`src/rtl/cla_sub_pipe.sv`:
```
// Pipelined carry-lookahead subtractor: diff = a - b - b_in, one 4-bit CLA slice
// resolved per stage, valid/ready handshake with bubble-collapsing flow control.
module cla_sub_pipe #(
  parameter int N = 8
) (
  input  logic         clk,
  input  logic         rst_n,
  input  logic         in_valid,
  output logic         in_ready,
  input  logic [N-1:0] a,
  input  logic [N-1:0] b,
  input  logic         b_in,
  output logic         out_valid,
  input  logic         out_ready,
  output logic [N-1:0] diff,
  output logic         b_out,
  output logic         ovf
);

  localparam int STAGES = N / 4;

  if ((N % 4) != 0 || N < 4) begin : g_bad_width
    $error("cla_sub_pipe: N must be a multiple of 4 and at least 4");
  end

  // Returns {carry_out, sum[3:0]} with all four carries resolved in parallel.
  function automatic logic [4:0] cla4(input logic [3:0] x, input logic [3:0] y,
                                      input logic ci);
    logic [3:0] g, p;
    logic       c1, c2, c3, c4;
    g  = x & y;
    p  = x ^ y;
    c1 = g[0] | (p[0] & ci);
    c2 = g[1] | (p[1] & g[0]) | (p[1] & p[0] & ci);
    c3 = g[2] | (p[2] & g[1]) | (p[2] & p[1] & g[0]) | (p[2] & p[1] & p[0] & ci);
    c4 = g[3] | (p[3] & g[2]) | (p[3] & p[2] & g[1]) | (p[3] & p[2] & p[1] & g[0])
       | (p[3] & p[2] & p[1] & p[0] & ci);
    return {c4, p ^ {c3, c2, c1, ci}};
  endfunction

  // Per-stage registers
  logic         v_r    [STAGES];
  logic [N-1:0] res_r  [STAGES];
  logic         c_r    [STAGES];
  logic [N-1:0] a_r    [STAGES];
  logic [N-1:0] nb_r   [STAGES];
  logic         amsb_r [STAGES];
  logic         bmsb_r [STAGES];
  logic         b_out_r, ovf_r;

  // Stage inputs: slot 0 is fed by the ports, slot k by stage k-1 registers
  logic         src_v   [STAGES];
  logic [N-1:0] src_res [STAGES];
  logic         src_c   [STAGES];
  logic [N-1:0] src_a   [STAGES];
  logic [N-1:0] src_nb  [STAGES];
  logic         src_am  [STAGES];
  logic         src_bm  [STAGES];

  logic [4:0]   sl      [STAGES];
  logic [N-1:0] nxt_res [STAGES];
  logic [N-1:0] nxt_a   [STAGES];
  logic [N-1:0] nxt_nb  [STAGES];
  logic [STAGES:0] adv;

  always_comb begin
    adv = '0;
    adv[STAGES] = out_ready;
    for (int unsigned i = 0; i < STAGES; i++) begin
      adv[STAGES-1-i] = !v_r[STAGES-1-i] || adv[STAGES-i];
    end
  end

  always_comb begin
    src_v[0]   = in_valid;
    src_res[0] = '0;
    src_c[0]   = ~b_in;
    src_a[0]   = a;
    src_nb[0]  = ~b;
    src_am[0]  = a[N-1];
    src_bm[0]  = b[N-1];
    for (int unsigned k = 1; k < STAGES; k++) begin
      src_v[k]   = v_r[k-1];
      src_res[k] = res_r[k-1];
      src_c[k]   = c_r[k-1];
      src_a[k]   = a_r[k-1];
      src_nb[k]  = nb_r[k-1];
      src_am[k]  = amsb_r[k-1];
      src_bm[k]  = bmsb_r[k-1];
    end
  end

  // Consumed operand bits are zeroed so only a[N-1:4k+4] / ~b[N-1:4k+4] travel on.
  always_comb begin
    sl      = '{default: '0};
    nxt_res = '{default: '0};
    nxt_a   = '{default: '0};
    nxt_nb  = '{default: '0};
    for (int unsigned k = 0; k < STAGES; k++) begin
      sl[k]      = cla4(src_a[k][4*k +: 4], src_nb[k][4*k +: 4], src_c[k]);
      nxt_res[k] = src_res[k] | (N'(sl[k][3:0]) << (4*k));
      nxt_a[k]   = src_a[k]  & ({N{1'b1}} << (4*k + 4));
      nxt_nb[k]  = src_nb[k] & ({N{1'b1}} << (4*k + 4));
    end
  end

  always_ff @(posedge clk or negedge rst_n) begin
    if (!rst_n) begin
      for (int unsigned k = 0; k < STAGES; k++) begin
        v_r[k]    <= 1'b0;
        res_r[k]  <= '0;
        c_r[k]    <= 1'b0;
        a_r[k]    <= '0;
        nb_r[k]   <= '0;
        amsb_r[k] <= 1'b0;
        bmsb_r[k] <= 1'b0;
      end
      b_out_r <= 1'b0;
      ovf_r   <= 1'b0;
    end else begin
      for (int unsigned k = 0; k < STAGES; k++) begin
        if (adv[k]) begin
          v_r[k]    <= src_v[k];
          res_r[k]  <= nxt_res[k];
          c_r[k]    <= sl[k][4];
          a_r[k]    <= nxt_a[k];
          nb_r[k]   <= nxt_nb[k];
          amsb_r[k] <= src_am[k];
          bmsb_r[k] <= src_bm[k];
        end
      end
      // Borrow and overflow are registered with the last stage so reset leaves them 0.
      if (adv[STAGES-1]) begin
        b_out_r <= ~sl[STAGES-1][4];
        ovf_r   <= (src_am[STAGES-1] != src_bm[STAGES-1]) &&
                   (nxt_res[STAGES-1][N-1] != src_am[STAGES-1]);
      end
    end
  end

  assign in_ready  = adv[0];
  assign out_valid = v_r[STAGES-1];
  assign diff      = res_r[STAGES-1];
  assign b_out     = b_out_r;
  assign ovf       = ovf_r;

endmodule

```
`config.mk`:
```
export PLATFORM = sky130hd
export DESIGN_NAME = cla_sub_pipe
export DESIGN_NICKNAME = d
export VERILOG_FILES = /design/src/rtl/cla_sub_pipe.sv
export SDC_FILE = /design/constraint.sdc
export NUM_CORES = 1
export LEC_CHECK = 0
export BUFFER_PORTS_ARGS = -buffer_cell sky130_fd_sc_hd__buf_2
export CELL_PAD_IN_SITES_DETAIL_PLACEMENT = 1
export CELL_PAD_IN_SITES_GLOBAL_PLACEMENT = 2
export CORE_MARGIN = 2
export CORE_UTILIZATION = 31
export CTS_CLUSTER_DIAMETER = 40
export DETAILED_ROUTE_END_ITERATION = 6
export PLACE_DENSITY_LB_ADDON = 0.1
export SLEW_MARGIN = 20
export SYNTH_ARGS = -nofsm -noshare
export SYNTH_HDL_FRONTEND = slang
export SYNTH_SLANG_ARGS = --single-unit
export TNS_END_PERCENT = 5
```
`constraint.sdc`:
```
create_clock -name clk -period 2.1 [get_ports clk]
set_input_delay 0.105 -clock clk [delete_from_list [all_inputs] [get_ports clk]]
set_output_delay 0.105 -clock clk [all_outputs]
set_load 0.05 [all_outputs]
```
Yosys cells after proc, flatten, opt, wreduce, memory -nomap -nowiden
Index checks and enable logic that the tools add are counted.
{"block": "word_totals", "output_inout_bits": 12, "rom_bits": 0, "n_memories": 0, "wordCells": 80, "ramBits": 0, "in_bits": 21, "regBits": 27, "latchBits": 0}
{"block": "op_classes", "multipliers": 0, "shifts": 0, "n_eq_ne": 2, "n_lt_le_gt_ge": 0, "add_sub_neg": 0, "div_mod_pow": 0, "reduce_logical": 5, "n_bitwise": 62, "n_mux": 0}
{"operator": "$and 1x1->1", "n": 32}
{"operator": "$or 1x1->1", "n": 20}
{"operator": "$xor 4x4->4", "n": 4}
{"operator": "$and 4x4->4", "n": 2}
{"operator": "$not 8->8", "n": 1}
{"operator": "$or 4x8->8", "n": 1}
{"operator": "$logic_not 1->1", "n": 2}
{"operator": "$logic_or 1x1->1", "n": 2}
{"operator": "$ne 1x1->1", "n": 2}
{"operator": "$not 1->1", "n": 2}
{"operator": "$logic_and 1x1->1", "n": 1}

Longest topological paths before layout
Gate-level depths: netlist (run 1).
{"block": "logic_depth", "ltp_word": 9, "depth_mapped": 7, "mapped_depth_nobuf": 7}

Worst setup path after synthesis (run 1)
OpenSTA, ideal clock, no wires.
{"block": "synth_path", "path_type": "register to register", "startpoint": "register v_r, in the netlist out_valid", "endpoint": "register c_r[1] (netlist bit)", "stages_incl_launch_ff": 6, "t_arrival_ns": 1.887, "synth_period_minus_slack_ns": 2.051, "n_path_buf": 2, "required_ns": 1.936, "path_slack_ns": 0.049, "setup_time_ns": 0.164, "path_cell_list": "dfrtp_1 -> nor2b_1 -> buf_2 -> nand2_1 -> clkbuf_1 -> a31oi_1"}
{"block": "synth_via", "elab_chain_len": 3}
{"element": "start: declaration", "line": "42", "source": "logic v_r [STAGES];"}
{"element": "start signal: indexed assignment", "line": "123", "source": "v_r[k] <= src_v[k];"}
{"element": "$logic_not 1->1", "line": "70", "source": "adv[STAGES-1-i] = !v_r[STAGES-1-i] || adv[STAGES-i];"}
{"element": "$logic_or 1x1->1 (2 in a row)", "line": "70"}
{"element": "via in_ready", "line": "9", "source": "output logic in_ready,"}
{"element": "end signal: indexed assignment", "line": "125", "source": "c_r[k] <= sl[k][4];"}
{"element": "end: declaration", "line": "44", "source": "logic c_r [STAGES];"}
The timed path passes the listed nets, and every way through them passes these cells.
A chain may end at the register's enable or synchronous reset.

Worst setup path after layout (run 1)
{"block": "layout_path", "startpoint": "register v_r, in the netlist out_valid", "endpoint": "output port in_ready"}
{"block": "layout_via", "elab_chain_len": 3}
{"element": "$logic_not 1->1", "line": "70"}
{"element": "$logic_or 1x1->1 (2 in a row)", "line": "70"}
{"element": "end: declaration", "line": "9"}
No other way between the ends.

==> flow_summary.json, run 1 <==
{
  "setup.worst_path.class": "reg2out",
  "hpwlAfterDp_um": 1900,
  "io_pins": 33,
  "syn-num-nets": 152,
  "worst_slew_pin_slew_ns": 0.671,
  "die_area_mm2": 0.00456,
  "vias_per_cell": 4.50,
  "initialDrtViolationCount": 6,
  "fp.dieH_um": 67.6,
  "worstSetupStartpointType": "flip-flop",
  "worstPathCellList": "nor2b_1, nand2_1, buf_4, buf_2",
  "place.gp.congestion": 0.690,
  "yosysSeqAreaShare_pct": 51.9,
  "final_cells": 209,
  "fp.dieW_um": 67.6,
  "status": "finished clean",
  "cpPeakStageDelay_ns": 0.56,
  "cts_max_path_buffers": 2,
  "place_inst": 201,
  "vdd_drop_max_mv": 0.227,
  "core_mm2": 0.00394,
  "syn_inst": 121,
  "fill_cells": 469,
  "crit_arrival_ns": 1.78,
  "cts_buffers": 3,
  "tritoncts": "done",
  "worst-path-buf-inv": 2,
  "cts_sinks": 26,
  "drive_gt1_share_pct": 27.7,
  "syn_area_mm2": 0.00125,
  "maxSlewHeadroom_pct": 55.2,
  "post-route-drc-count": 0,
  "cap_viol_max_count": 0,
  "hold_class": "in2reg",
  "antenna_found_initial": 0,
  "initial_core_util_pct": 31.8,
  "drt-total-wl_um": 2470,
  "grtUsageTotal_pct": 12.8,
  "layout_common_cells": "32 x buf_2, 26 x dfrtp_1, 18 x nand2_1",
  "power.static_leakage_uw": 0.000778,
  "clk_pin_slew_ns": 0.08,
  "synth.avg_cell_area_um2": 10.4,
  "powerDensity_mw_per_mm2": 909,
  "final_common_cell": "buf_2",
  "clock-root-buffer": "clkbuf_8",
  "min_period_over_period_pct": 90.0,
  "tns_ns": 0,
  "dr.pass1.iters": 2,
  "antenna_cells": 0,
  "htreeDepth": 1,
  "setup-violations-final": 0,
  "cts_hold_buf": 5,
  "critPathMaxFanout": 14,
  "wl_per_cell_um": 11.8,
  "clkLatencyLatePin_ns": 0.27,
  "cts_resized": 0,
  "crit_slowest_cell": "nor2b_1",
  "hold_violations": 0,
  "cp.required_ns": 2.00,
  "layout.nets": 192,
  "yosysWarningCount": 0,
  "rows": 23,
  "vias": 940,
  "grt_pass1_wl_um": 4310,
  "end_kind": "primary output",
  "rsz0062_at_grt": "false",
  "grt_overflow": 0,
  "ys_ff_latch": 26,
  "ys_types": 28,
  "cpLargestDelayFamily": "simple AND/OR/NAND/NOR gates",
  "antenna_left": 0,
  "numPortBuffers": 32,
  "post-route-min-period_ns": 1.89,
  "fin_skew_ns": 0.00141,
  "first_global_vias": 958,
  "layout-area-overhead-vs-synth_pct": 24.9,
  "grt_start_max_net_pins": 27,
  "fmaxAchievable_mhz": 529,
  "slew_viol_final": 0,
  "post_cts_buffers": 0
}
[layout make-up]
cell class	instances	area (um2)	share of cell area, %
clock buffer	3	41.3	2.64
inverter	10	37.5	2.40
multi-input combinational	81	547	35.0
sequential	26	651	41.6
tap	50	62.6	4.00
timing repair buffer	39	225	14.4
[per-layer routing]
layer  share of wire [%]  global-route usage, %  wire [um]  vias to the layer above
met1                  46                   16.2       1140                      439
met2                  48                   20.6       1180                       21
met3                 4.0                   2.50         99                        4
met5                   0                      0          0                        -
met4                 1.8                   6.89         45                        0
li1                    -                      -          -                      476
[state kept, by name, indices dropped and copies added (netlist names), 3 cells and up]
register and flops:
res_r 4, diff 8, a_r 3, nb_r 4
[logic make-up (layout without fill, tap and decap cells)]
logic type | Yosys count | count (layout) | synth area share (%)
buffers and inverters | 14 | 52 | 4.40
DFF | 26 | 26 | 51.9
muxes | 4 | 4 | 3.60
AOI/OAI and AO/OA | 26 | 26 | 13.0
xor gates and xnor gates | 3 | 3 | 2.10
adders and majority gates | 10 | 10 | 11.2
and+or+nand+nor | 38 | 38 | 13.8
[cells in the mapped netlist, drive strengths merged]
master | n | area (um2)
buf | 2 | 10.0
or3 | 1 | 6.26
nand2b | 3 | 18.8
o21ai | 7 | 35.0
a21boi | 1 | 7.51
nor2 | 10 | 37.5
a21o | 2 | 16.3
o21bai | 1 | 7.51
nor2b | 2 | 12.5
o21a | 1 | 7.51
ha | 8 | 100
nand2 | 18 | 67.6
inv | 10 | 37.5
a21oi | 8 | 40.0
dfrtp | 26 | 651
nand3b | 1 | 7.51
fa | 2 | 40.0
or3b | 1 | 8.76
nor3b | 1 | 7.51
a31o | 1 | 8.76
and3 | 1 | 6.26
a211oi | 3 | 27.5
clkbuf | 2 | 7.51
xor2 | 3 | 26.3
mux2 | 4 | 45.0
a31oi | 2 | 12.5
[worst min-delay path, delay by kind of cell]
kind | cells | cell delay (ns)
AOI/OAI and AO/OA | 1 | 0.05
buffers and inverters | 1 | 0.07
and+or+nand+nor | 1 | 0.04
[final timing paths]
check	startpoint	to	slack [ns]	depth (start not counted)
max reg2reg	nb_r[12]	ovf	0.21	6
min reg2reg	diff[7]	diff[7]	0.47	2
min in group asynchronous	rst_n	amsb_r[1]	0.37	2
min	a[4]	a_r[12]	0.04	3
max	out_valid	in_ready	0.21	4
max in group asynchronous	rst_n	res_r[10]	1.34	2
[through the flow]
step,cell area [um2],total power (uW),hold slack [ns],util [%],worst slack [ns]
global route,1560,1530,0.0341,39.7,0.00912
floorplan,1250,1020,-0.191,-,0.0493
global placement,1470,1150,0.141,37.4,0.271
detailed placement,1470,1160,0.149,37.4,0.237
finish,1560,1420,0.0374,39.7,0.211
CTS,1560,1460,0.0230,39.7,0.161
[power by group]
group	switching (uW)	total (uW)	internal, uW
Sequential	50.3	641	590
Combinational	346	506	159
Clock	147	275	128
Total	544	1420	878
No activity file was read; power rests on OpenSTA's default activity.
==> inputs of run 2 (changes only) <==
--- a/constraint.sdc
+++ b/constraint.sdc
@@ -3,2 +3,2 @@
 set_output_delay 0.105 -clock clk [all_outputs]
-set_load 0.05 [all_outputs]
+set_load 0.01 [all_outputs]
==> flow_summary.json, run 2 (same netlist as run 1, synthesis figures left out) <==
{
  "cp.required_ns": 2.29,
  "end_kind": "flip-flop",
  "reg2reg_from": "nb_r[12]",
  "vdd_drop_max_mv": 0.276,
  "place.gp.congestion": 0.739,
  "htreeDepth": 1,
  "regToRegSetupSlack_ns": 0.20,
  "powerDensity_mw_per_mm2": 802,
  "initial_core_util_pct": 31.8,
  "tritoncts": "done",
  "final_cells": 207,
  "fin_skew_ns": 0.00198,
  "wl_per_cell_um": 12.3,
  "gr-usage-met3_pct": 2.50,
  "antenna_left": 0,
  "initialDrtViolationCount": 14,
  "holdPathEnd": "nb_r[15]",
  "final_common_cell": "buf_2",
  "dr.pass1.iters": 4,
  "fp.dieW_um": 67.6,
  "slew_viol_final": 0,
  "whs_path_depth": 2,
  "clk_pin_slew_ns": 0.08,
  "core_mm2": 0.00394,
  "fp.dieH_um": 67.6,
  "busiest_layer": "met2",
  "vias_per_cell": 4.59,
  "antenna_found_initial": 0,
  "first_global_vias": 1043,
  "hold_violations": 0,
  "layout.nets": 190,
  "vias": 950,
  "clkLatencyLatePin_ns": 0.26,
  "rsz0062_at_grt": "false",
  "final_util_pct": 39.4,
  "critPathMaxFanout": 3,
  "hp-start": "b[7]",
  "die_area_mm2": 0.00456,
  "cts_buffers": 3,
  "place_inst": 200,
  "hold_class": "in2reg",
  "post-route-drc-count": 0,
  "grt_start_max_net_pins": 27,
  "rows": 23,
  "grt_pass1_wl_um": 4550,
  "rr_endpoint": "ovf",
  "worstPathCellList": "ha_1, a211oi_2, o21bai_1, xor2_1, or3b_1, a31oi_1",
  "post-route-min-period_ns": 1.90,
  "cts_sinks": 26,
  "grt_overflow": 0,
  "maxSlewHeadroom_pct": 62.0,
  "worst_slew_pin_slew_ns": 0.570,
  "layout-area-overhead-vs-synth_pct": 23.9,
  "power.static_leakage_uw": 0.000771,
  "numPortBuffers": 32,
  "cpLargestDelayFamily": "compound AO/OA/AOI/OAI gates",
  "cap_viol_max_count": 0,
  "io_pins": 33,
  "worst-path-buf-inv": 0,
  "setup.worst_path.class": "reg2reg",
  "fmaxAchievable_mhz": 526,
  "cts_max_path_buffers": 2,
  "hpwlAfterDp_um": 2000,
  "grtUsageTotal_pct": 13.3,
  "worstSetupStartpointType": "flip-flop",
  "worstSetupPathDepth": 6,
  "ff2ff_path_depth": 6,
  "crit_slowest_cell": "dfrtp_1",
  "tns_ns": 0,
  "cpPeakStageDelay_ns": 0.40,
  "clock-root-buffer": "clkbuf_8",
  "crit_arrival_ns": 2.09,
  "antenna_cells": 0,
  "min_period_over_period_pct": 90.5,
  "layout_common_cells": "32 x buf_2, 26 x dfrtp_1, 17 x nand2_1",
  "setup-violations-final": 0,
  "drive_gt1_share_pct": 28.7,
  "largest_register_ffs": 8,
  "gr-usage-met2_pct": 22.3,
  "status": "finished clean",
  "drt-total-wl_um": 2540,
  "fill_cells": 459,
  "use_met1_pct": 16.9
}
run 2: changes by cell type in the layout (fill, tap and decap cells not counted):
| cell | change |
|---|---|
| nand2_1 | -1 |
| dlygate4sd3_1 | -1 |
| buf_4 | -1 |
| nor2b_1 | -1 |
| nand2_2 | +1 |
| nor2b_2 | +1 |
run 2: per-stage QoR:
stage	setup slack (ns)	total power, uW	instance area [um2]	hold slack [ns]
floorplan	0.347	853	1250	-0.191
global placement	0.153	981	1470	0.137
detailed placement	0.0750	992	1470	0.142
CTS	0.126	1280	1550	0.00396
global route	0.0466	1360	1550	0.0202
finish	0.199	1240	1550	0.0159
run 2: how the worst max path moves through the flow:
stage / start / to / slack, ns
5_1_grt: a_r[12] / ovf / 0.05
3_5_place_dp: out_valid / res_r[11] / 0.08
4_1_cts: out_valid / in_ready / 0.13
6_report: nb_r[12] / ovf / 0.20
2_1_floorplan: a_r[12] / ovf / 0.35
3_3_place_gp: out_valid / res_r[11] / 0.15
run 2: area by class of cell:
type,instances,area [um2],share of cell area [%]
flip-flops and latches,26,651,41.9
multi-input cells,81,552,35.6
repair buffers,37,208,13.4
well taps,50,62.6,4.03
clock buffers,3,41.3,2.66
inverters,10,37.5,2.42
run 2: per-layer routing:
layer	vias up	share of wire, %
met1	452	47
met5	-	0
met4	0	1.1
li1	477	-
met3	2	3.5
met2	19	48
run 2: worst register-to-register path: stages, from the launching register on:
cell and delay (ns):
dfrtp_1 0.40, ha_1 0.31, a211oi_2 0.26, o21bai_1 0.15
xor2_1 0.18, or3b_1 0.36, a31oi_1 0.16
run 2: timing repair:
action,in CTS,in global routing
buffers inserted,0,0
setup endpoints to repair,1,1
hold buffers,4,0
gates resized for setup,1,1
hold endpoints to repair,29,0
run 2: power breakdown:
| group | switching (uW) | total (uW) | internal [uW] |
|---|---|---|---|
| Combinational | 180 | 336 | 157 |
| Clock | 138 | 266 | 128 |
| Sequential | 51.8 | 642 | 590 |
==> inputs of run 3 (changes only) <==
Settings changed: ABC_AREA set to 1, CORE_UTILIZATION 31 to 30.
==> flow_summary.json, run 3 <==
{
  "cp.required_ns": 2.00,
  "die_area_mm2": 0.00500,
  "p_comb_share_pct": 28.6,
  "final_common_cell": "nand2_1",
  "drive_gt1_share_pct": 23.4,
  "io_pins": 33,
  "drt-total-wl_um": 2890,
  "crit_arrival_ns": 1.67,
  "syn-num-nets": 182,
  "synth.area.top_cells": "dfrtp_1 49%, nand2_1 14%, ha_1 7.5%",
  "cts_buffers": 3,
  "grt_overflow": 0,
  "p_clk_share_pct": 21.3,
  "worst_slew_pin_slew_ns": 0.603,
  "power.static_leakage_uw": 0.000856,
  "post-route-drc-count": 0,
  "post-route-min-period_ns": 1.78,
  "end_kind": "primary output",
  "critPathMaxFanout": 18,
  "hpwlAfterDp_um": 2350,
  "finalWorstSetupSlack_ns": 0.324,
  "yosysMostFrequentCell": "nand2_1",
  "synth_top_area_share_pct": 48.7,
  "status": "finished clean",
  "seqPwrFrac_pct": 50.1,
  "hold_class": "in2reg",
  "post_cts_buffers": 0,
  "layout.nets": 217,
  "antenna_found_initial": 0,
  "grtUsageTotal_pct": 13.1,
  "maxSlewHeadroom_pct": 59.8,
  "vias_per_cell": 4.58,
  "yosysTopAreaCell": "dfrtp_1",
  "powerDensity_mw_per_mm2": 811,
  "initialDrtViolationCount": 45,
  "ys_types": 24,
  "fin_skew_ns": 0.00240,
  "cts_max_path_buffers": 2,
  "dr.pass1.iters": 4,
  "fp.dieW_um": 70.7,
  "rsz0062_at_grt": "false",
  "fill_cells": 519,
  "rows": 24,
  "dp_slack_ns": 0.518,
  "synth-edff-count": 0,
  "p_sw_share_pct": 32.0,
  "synth-main-ff-cell": "dfrtp_1",
  "fp.dieH_um": 70.7,
  "vdd_drop_max_mv": 0.291,
  "largest_register_ffs": 8,
  "htreeDepth": 1,
  "layout-area-overhead-vs-synth_pct": 19.2,
  "clock-root-buffer": "clkbuf_8",
  "synth.avg_cell_area_um2": 8.84,
  "place.gp.congestion": 0.689,
  "antenna_cells": 0,
  "grt_pass1_wl_um": 5290,
  "yosysWarningCount": 0,
  "slew_viol_final": 0,
  "whs_path_depth": 2,
  "clkLatencyLatePin_ns": 0.26,
  "p_sw_uw": 413,
  "tns_ns": 0,
  "fmaxAchievable_mhz": 563,
  "syn_area_mm2": 0.00134,
  "final_util_pct": 36.8,
  "internal-power_uw": 877,
  "wl_per_cell_um": 12.2,
  "hold_violations": 0,
  "synth_top_cells_by_count": "51 x nand2_1, 26 x dfrtp_1, 15 x inv_1",
  "layout_common_cells": "51 x nand2_1, 32 x buf_2, 26 x dfrtp_1",
  "ff2ff_path_depth": 8,
  "grt_start_max_net_pins": 27,
  "clk_pin_slew_ns": 0.09,
  "cts_hold_buf": 1,
  "tritoncts": "done",
  "cts_resized": 0,
  "cts_sinks": 26,
  "min_period_over_period_pct": 84.6,
  "syn_inst": 151,
  "vias": 1081,
  "setup-violations-final": 0,
  "yosysSeqAreaShare_pct": 48.7,
  "ys_ff_latch": 26,
  "worstSetupStartpointType": "flip-flop",
  "cap_viol_max_count": 0,
  "core_mm2": 0.00432,
  "first_global_vias": 1152,
  "numPortBuffers": 32,
  "antenna_left": 0,
  "initial_core_util_pct": 30.9,
  "synthArstFlopShare_pct": 100,
  "setup.worst_path.class": "reg2out"
}
run 3: changes by cell type after synthesis, sizes merged, moves of 4 or more:
cell   delta
or2       +4
nand2    +33
nand3     +9
nor2      -4
a21oi     -6
mux2      -4
inv       +7
o21ai     +5
run 3: power by group through the flow:
stage          Sequential, uW  Combinational (uW)  Clock (uW)
2_1_floorplan             675                 213           0
3_3_place_gp              652                 368           0
3_5_place_dp              660                 377           0
4_1_cts                   650                 380         291
5_1_grt                   660                 425         310
6_report                  647                 370         275
run 3: path summary, 6_finish.rpt:
check / endpoint / from / slack, ns
max: in_ready / out_valid / 0.32
min: nb_r[13] / b[5] / 0.03
max reg2reg: ovf / a_r[14] / 0.52
min reg2reg: diff[0] / diff[0] / 0.48
max in group asynchronous: bmsb_r[1] / rst_n / 1.33
min in group asynchronous: diff[5] / rst_n / 0.38
run 3: layout make-up:
cell class              instances  area (um2)  area share, %
clock buffers                   3        41.3           2.59
inverters                      17        63.8           4.01
well taps                      52        65.1           4.09
repair buffers                 33         170           10.7
flip-flops and latches         26         651           40.9
multi-input cells             105         601           37.7
run 3: worst max-delay path: stages (launching register included):
cell and delay (ns):
dfrtp_1 0.35, inv_1 0.06, nor2_4 0.26, inv_2 0.18
nor2_8 0.23, inv_2 0.15, buf_2 0.17
run 3: through the flow:
stage	total power (uW)	area [um2]	hold WS (ns)	cells
final	1290	1590	0.0263	236
after global routing	1400	1590	0.0106	236
after CTS	1320	1590	0.0206	236
after detailed placement	1040	1540	0.154	232
after global placement	1020	1540	0.135	232
after floorplan	888	1340	-0.191	151
run 3: per-layer routing:
metal | up-vias | global-route usage, % | part of all wire, %
li1 | 549 | - | -
met1 | 506 | 17.0 | 47
met2 | 24 | 21.9 | 48
met3 | 2 | 2.56 | 4.1
met4 | 0 | 4.40 | 1.2
met5 | - | 0 | 0
run 3: kinds of logic (layout without fill, tap and decap cells):
group	Yosys count	count (layout)	share of synthesized area (%)
XOR/XNOR	3	3	1.97
adder cells (fa/ha/maj)	10	10	10.5
AND/OR/NAND/NOR	75	75	25.6
flip-flops	26	26	48.7
AO/OA/AOI/OAI	17	17	6.94
buffers and inverters	20	53	6.28
